`src/rtl/vec_capture_pkg.sv`:
```
// Shared types for the vector-counter capture scheduler.
//   state_t : scheduler phase (IDLE, RUN, STOP)
//   tag_t   : snapshot source tag carried with each FIFO entry
//   DROP_W  : width of the saturating drop counter
package vec_capture_pkg;

  typedef enum logic [1:0] {
    IDLE = 2'd0,
    RUN  = 2'd1,
    STOP = 2'd2
  } state_t;

  typedef enum logic [1:0] {
    TAG_PERIODIC = 2'd0,
    TAG_MANUAL   = 2'd1,
    TAG_FINAL    = 2'd2
  } tag_t;

  localparam int DROP_W = 8;

endpackage

```
`src/rtl/vec_capture_fifo.sv`:
```
// Synchronous FIFO holding tagged snapshots.
// Ports:
//   clk, rst : clock and synchronous active-high reset (clears pointers only)
//   push     : write wdata (ignored when full unless a pop happens this cycle)
//   pop      : discard head entry (ignored when empty)
//   wdata    : entry to write
//   head     : current head entry, zero when empty (combinational read)
//   full     : DEPTH entries held
//   empty    : no entries held
module vec_capture_fifo #(
  parameter int WIDTH = 34,
  parameter int DEPTH = 4
) (
  input  logic             clk,
  input  logic             rst,
  input  logic             push,
  input  logic             pop,
  input  logic [WIDTH-1:0] wdata,
  output logic [WIDTH-1:0] head,
  output logic             full,
  output logic             empty
);

  localparam int AW = $clog2(DEPTH);

  logic [WIDTH-1:0] mem [DEPTH];
  logic [AW-1:0]    wr_ptr;
  logic [AW-1:0]    rd_ptr;
  logic [AW:0]      count;
  logic             do_push;
  logic             do_pop;

  assign empty   = (count == '0);
  assign full    = (count == (AW+1)'(DEPTH));
  assign do_pop  = pop && !empty;
  // A full FIFO still takes a write when the head leaves in the same cycle.
  assign do_push = push && (!full || do_pop);
  assign head    = empty ? '0 : mem[rd_ptr];

  always_ff @(posedge clk) begin
    if (rst) begin
      wr_ptr <= '0;
      rd_ptr <= '0;
      count  <= '0;
    end else begin
      if (do_push) wr_ptr <= wr_ptr + AW'(1);
      if (do_pop)  rd_ptr <= rd_ptr + AW'(1);
      case ({do_push, do_pop})
        2'b10:   count <= count + (AW+1)'(1);
        2'b01:   count <= count - (AW+1)'(1);
        default: count <= count;
      endcase
    end
  end

  // Storage is not reset; the empty flag masks stale contents.
  always_ff @(posedge clk) begin
    if (do_push) mem[wr_ptr] <= wdata;
  end

endmodule

```
`src/rtl/vec_capture_ctrl.sv`:
```
// Capture scheduler for a free-running vector counter.
// Owns the counter, a periodic timer and the IDLE/RUN/STOP sequencer, and
// snapshots the counter on periodic, manual and final (stop) triggers into
// a FIFO drained by a valid/ready consumer.
// Ports:
//   clk, rst  : clock, synchronous active-high reset
//   en        : 1 = run counter and timer, 0 = stop
//   sw_req    : single-cycle manual capture request
//   cnt       : current counter value
//   rd_valid/rd_ready/rd_data/rd_tag : FIFO head handshake
//   full      : FIFO holds DEPTH entries
//   drop_cnt  : saturating count of triggers lost to a full FIFO
// Build option: define VEC_CAPTURE_DROP_CNT_EN to implement drop_cnt;
// otherwise drop_cnt is tied to zero.
module vec_capture_ctrl
  import vec_capture_pkg::*;
#(
  parameter int WIDTH  = 32,
  parameter int DEPTH  = 4,
  parameter int PERIOD = 10
) (
  input  logic              clk,
  input  logic              rst,
  input  logic              en,
  input  logic              sw_req,
  output logic [WIDTH-1:0]  cnt,
  output logic              rd_valid,
  input  logic              rd_ready,
  output logic [WIDTH-1:0]  rd_data,
  output logic [1:0]        rd_tag,
  output logic              full,
  output logic [DROP_W-1:0] drop_cnt
);

  localparam int TW = $clog2(PERIOD);

  state_t           state;
  state_t           state_nxt;
  logic [TW-1:0]    timer;
  logic             trig_periodic;
  logic             trig_final;
  logic             push_req;
  tag_t             push_tag;
  logic             pop;
  logic             accept;
  logic             empty;
  logic [WIDTH+1:0] head;

  always_comb begin
    state_nxt = state;
    unique case (state)
      IDLE:    if (en)  state_nxt = RUN;
      RUN:     if (!en) state_nxt = STOP;
      STOP:    state_nxt = IDLE;
      default: state_nxt = IDLE;
    endcase
  end

  assign trig_periodic = (state == RUN) && (timer == TW'(PERIOD - 1));
  assign trig_final    = (state == STOP);
  assign push_req      = trig_periodic || sw_req || trig_final;

  // Coincident triggers collapse into a single entry with the strongest tag.
  always_comb begin
    push_tag = TAG_PERIODIC;
    if (trig_final)  push_tag = TAG_FINAL;
    else if (sw_req) push_tag = TAG_MANUAL;
  end

  assign pop    = rd_valid && rd_ready;
  assign accept = push_req && (!full || pop);

  always_ff @(posedge clk) begin
    if (rst) begin
      state <= IDLE;
      cnt   <= '0;
      timer <= '0;
    end else begin
      state <= state_nxt;
      if (state == RUN) begin
        cnt   <= cnt + WIDTH'(1);
        timer <= trig_periodic ? '0 : timer + TW'(1);
      end else if (state == IDLE && en) begin
        timer <= '0;
      end
    end
  end

  vec_capture_fifo #(
    .WIDTH (WIDTH + 2),
    .DEPTH (DEPTH)
  ) u_fifo (
    .clk   (clk),
    .rst   (rst),
    .push  (accept),
    .pop   (pop),
    .wdata ({push_tag, cnt}),
    .head  (head),
    .full  (full),
    .empty (empty)
  );

  assign rd_valid = !empty;
  assign rd_data  = head[WIDTH-1:0];
  assign rd_tag   = head[WIDTH+1:WIDTH];

`ifdef VEC_CAPTURE_DROP_CNT_EN
  logic              drop;
  logic [DROP_W-1:0] drop_q;

  function automatic logic [DROP_W-1:0] sat_inc(input logic [DROP_W-1:0] v);
    return (v == {DROP_W{1'b1}}) ? v : v + DROP_W'(1);
  endfunction

  assign drop = push_req && !accept;

  always_ff @(posedge clk) begin
    if (rst)       drop_q <= '0;
    else if (drop) drop_q <= sat_inc(drop_q);
  end

  assign drop_cnt = drop_q;
`else
  assign drop_cnt = '0;
`endif

endmodule

```
`config.mk`:
```
export PLATFORM = sky130hd
export DESIGN_NAME = vec_capture_ctrl
export DESIGN_NICKNAME = d
export VERILOG_FILES = /design/src/rtl/vec_capture_pkg.sv /design/src/rtl/vec_capture_fifo.sv /design/src/rtl/vec_capture_ctrl.sv
export SDC_FILE = /design/constraint.sdc
export NUM_CORES = 1
export LEC_CHECK = 0
export ABC_AREA = 1
export BUFFER_PORTS_ARGS = -buffer_cell sky130_fd_sc_hd__buf_2
export CORE_MARGIN = 2
export CORE_UTILIZATION = 36
export DETAILED_ROUTE_END_ITERATION = 10
export GPL_ROUTABILITY_DRIVEN = 0
export MAX_ROUTING_LAYER = met4
export SKIP_LAST_GASP = 1
export SLEW_MARGIN = 20
export SYNTH_ARGS = -nofsm -noshare
export SYNTH_HDL_FRONTEND = slang
export SYNTH_SLANG_ARGS = --single-unit
```
`constraint.sdc`:
```
create_clock -name clk -period 3.8 [get_ports clk]
set_input_delay 0.19 -clock clk [delete_from_list [all_inputs] [get_ports clk]]
set_output_delay 0.19 -clock clk [all_outputs]
set_load 0.005 [all_outputs]
```
==> reports/qor.txt <==
gr ovfl total -> 0
Final period util -> 61.9%
share of post-route cells with drive strength above 1 -> 16.6%
count leader, synth -> sky130_fd_sc_hd__nor2_1
class of the worst hold path -> in -> reg
clk sinks -> 183
area of the multi-input gates -> 2430 sq um
Die Outline Area -> 22900 sq um
initial antenna violation count -> 0
global-route wire length before repair -> 26.9 mm
clock latency of the later-clocked register in the worst-skew pair -> 430 ps
CP bufs+invs -> 2
number of distinct library cell variants in the gate-level netlist after synthesis -> 35
launching element type of the critical path -> register
largest fanout of any net on the critical path -> 68
required time at the endpoint of the critical path -> 3610 ps
total wire length after detailed routing -> 16.9 mm
dominant register cell in the synthesized netlist -> sky130_fd_sc_hd__edfxtp_1
reg-to-reg critical path endpoint -> u_fifo.mem[0][14]
part of the total power dissipated in sequential elements -> 45.4%
number of diodes -> 0
unrepaired setup endpoints after global routing -> false
delay-heaviest family, CP -> buffers and inverters
CP max stage delay -> 680 ps
proportion of total power due to net switching -> 29.4%
average wire per cell in the routed design -> 14.9 um
crit path time final -> 2350 ps
ordered list of cells on the worst path -> inv_2, o21ai_0, a21oi_1, buf_2
depth of the worst register-to-register path -> 8
combinational group share of total power -> 20.4%
post-synthesis average cell area -> 10.1 sq um
kind of end point of the critical path -> output port
starting DRC count in detailed routing -> 370
post-synth top area share -> 52.2%
largest net degree at the start of global routing -> 69
total power density per cell area -> 562 nW/um^2
CTS root buf -> sky130_fd_sc_hd__clkbuf_16
number of register bits inferred by synthesis -> 183
final-layout setup total negative slack -> 0 ps
Commonest cells post-synth -> 198 x sky130_fd_sc_hd__nor2_1, 136 x sky130_fd_sc_hd__edfxtp_1, 84 x sky130_fd_sc_hd__o21ai_0
count of final max-slew check failures -> 0
static leakage -> 3.49 nW
Max Clock Skew -> 9.79 ps
GR Util All Layers -> 15.8%
number of global-route vias before repair -> 5121
highest-delay cell along the critical path -> sky130_fd_sc_hd__inv_2
synth top area cells -> sky130_fd_sc_hd__edfxtp_1 52%, sky130_fd_sc_hd__dfxtp_1 12%, sky130_fd_sc_hd__nor2_1 9.5%
initial cell density of the core -> 36.9%
I/O pin total -> 81
switching power total -> 1.50 mW
half-perimeter wire length after placement -> 10.7 mm
capture endpoint of the worst hold path -> timer[3]
worst min-delay path startpoint -> rst
clock transition at the registers of the reported paths -> 70 ps
placement row count -> 53
largest voltage drop on the vdd net -> 0.302 mV
post-DR vias/cell -> 4.74
end-of-flow core utilization -> 42.7%
number of enable flip-flop cells after synthesis -> 136
count of hold-fix buffers inserted at cts -> 1
number of cells traversed by the worst hold path -> 2
transition time at the pin with the least slew margin -> 1060 ps
remaining max-slew budget at the tightest pin -> 29.3%
max capacitance violation total -> 0
internal power -> 3.58 mW
Fmax achieved -> 0.425 GHz
TritonCTS clock tree -> yes
post-CTS setup buffers -> 0
core outline area -> 21200 sq um
CTS HTree Levels -> 4
DIE HEIGHT -> 151 um
vias after detailed routing -> 5354
DRC -> 0
number of nets with antenna violations after routing -> 0
CTS max path bufs -> 2
post-synthesis instance area -> 7820 sq um
origin of the critical flop-to-flop path -> timer[0]
setup slack of the most critical reg-to-reg path -> 1470 ps
WP data arrival -> 2160 ps
run status -> finished clean
Synth area leader -> sky130_fd_sc_hd__edfxtp_1
number of resized instances in the post-cts repair step -> 0
area of all sequential standard cells -> 5030 sq um
layout overhead on the synthesized area -> 15.7%
synthesized instance count -> 774
Synth async-reset ratio -> 0%
Die Span X -> 151 um
final layout net count -> 856
relative contribution of the clock network to total power -> 34.2%
Filler cells -> 2025
router iterations before antenna repair -> 5
setup violation total in the final timing report -> 0
quantity of I/O buffers inserted on ports -> 72
critical setup path kind -> reg -> out
clock buffers created by TritonCTS -> 17
Ys Warns -> 0
sequential element share of the synthesized area -> 64.3%
count of final hold-check violations -> 0
-- cells in the final DEF, fill, tap and decap left out, types with 2 or more instances in the layout --
cell | Yosys | routed
sky130_fd_sc_hd__a21oi_1 | 60 | 60
sky130_fd_sc_hd__and3_1 | 2 | 2
sky130_fd_sc_hd__buf_2 | 6 | 72
sky130_fd_sc_hd__buf_4 | 12 | 5
sky130_fd_sc_hd__bufinv_16 | 0 | 2
sky130_fd_sc_hd__clkbuf_16 | 0 | 17
sky130_fd_sc_hd__clkinv_2 | 0 | 3
sky130_fd_sc_hd__clkinv_4 | 0 | 3
sky130_fd_sc_hd__clkinvlp_4 | 0 | 3
sky130_fd_sc_hd__conb_1 | 1 | 8
sky130_fd_sc_hd__dfxtp_1 | 47 | 46
sky130_fd_sc_hd__edfxtp_1 | 136 | 136
sky130_fd_sc_hd__ha_1 | 8 | 8
sky130_fd_sc_hd__inv_1 | 56 | 56
sky130_fd_sc_hd__inv_2 | 2 | 3
sky130_fd_sc_hd__inv_6 | 0 | 3
sky130_fd_sc_hd__nand2_1 | 65 | 65
sky130_fd_sc_hd__nand2_2 | 4 | 4
sky130_fd_sc_hd__nand3_1 | 27 | 27
sky130_fd_sc_hd__nand3_2 | 4 | 4
sky130_fd_sc_hd__nand4_1 | 6 | 6
sky130_fd_sc_hd__nor2_1 | 198 | 194
sky130_fd_sc_hd__nor2_2 | 8 | 8
sky130_fd_sc_hd__nor2_4 | 5 | 9
sky130_fd_sc_hd__nor3_1 | 4 | 4
sky130_fd_sc_hd__nor3b_1 | 2 | 2
sky130_fd_sc_hd__o21ai_0 | 84 | 84
sky130_fd_sc_hd__o21ai_1 | 2 | 2
sky130_fd_sc_hd__o21bai_1 | 2 | 2
sky130_fd_sc_hd__xor2_1 | 4 | 4
-- worst register-to-register path, cell delays in order (launching register included) --
cell and delay (ps):
sky130_fd_sc_hd__dfxtp_1 380, sky130_fd_sc_hd__ha_1 160, sky130_fd_sc_hd__nand2_1 50, sky130_fd_sc_hd__nor2_1 140, sky130_fd_sc_hd__nand2_1 70, sky130_fd_sc_hd__nand2_1 80
sky130_fd_sc_hd__nand2_2 180, sky130_fd_sc_hd__nor2_4 630, sky130_fd_sc_hd__buf_4 350
-- power groups by stage --
stage          sequential [mW]  combinational, mW  clock [mW]
3_3_place_gp              2.35               1.05           0
5_1_grt                   2.32               1.20        1.83
6_report                  2.31               1.04        1.74
2_1_floorplan             2.34              0.670           0
3_5_place_dp              2.35               1.06           0
4_1_cts                   2.31               1.06        1.76
-- logic make-up (layout without fill, tap and decap cells) --
group	count (synthesis)	in the layout	synth area share, %
and+or+nand+nor	330	330	18.6
xor gates and xnor gates	5	5	0.560
buffers and inverters	96	170	5.28
other	1	8	0.0480
AOI/OAI and AO/OA	150	150	9.73
adders and majority gates	9	9	1.54
DFF	183	183	64.3
-- layer usage --
metal	GRT usage, %	vias up	wire (um)
li1	-	2734	-
met1	20.8	2492	8210
met2	24.5	106	7820
met3	3.28	22	655
met4	5.05	0	205
met5	-	-	0
-- state kept, by name, summed over array words and instances, names as in the netlist, named ones only --
name,flops
u_fifo.wr_ptr,2
timer,4
u_fifo.count,3
state,2
cnt,32
u_fifo.rd_ptr,2
u_fifo.mem,136
-- through the flow --
stage / worst slack, ps / instance area (sq um) / cells / power [mW] / hold slack (ps)
floorplan: 1060 / 7840 / 781 / 3.01 / 266
global placement: 1470 / 8420 / 1096 / 3.40 / 400
detailed placement: 1400 / 8420 / 1096 / 3.41 / 399
CTS: 1020 / 9010 / 1129 / 5.13 / 128
global route: 1260 / 9040 / 1130 / 5.35 / 139
finish: 1450 / 9040 / 1130 / 5.08 / 134
-- worst max path at each step --
stage / startpoint / end / cells past startpoint
detailed placement: timer[0] / u_fifo.mem[0][17] / 8
floorplan: timer[0] / u_fifo.mem[0][0] / 7
CTS: register / rd_data[12] / 5
finish: register / rd_data[12] / 4
global route: register / rd_data[0] / 4
global placement: state[1] / u_fifo.mem[0][17] / 7
-- area by class of cell --
cell class	instances	share of cell area [%]
sequential	183	55.6
multi-input combinational	502	26.9
timing repair buffer	79	4.82
clock buffer	18	4.75
tap	275	3.81
inverter	59	2.45
clock inverter	14	1.66
Note: power is estimated with default switching activity, not from simulation.
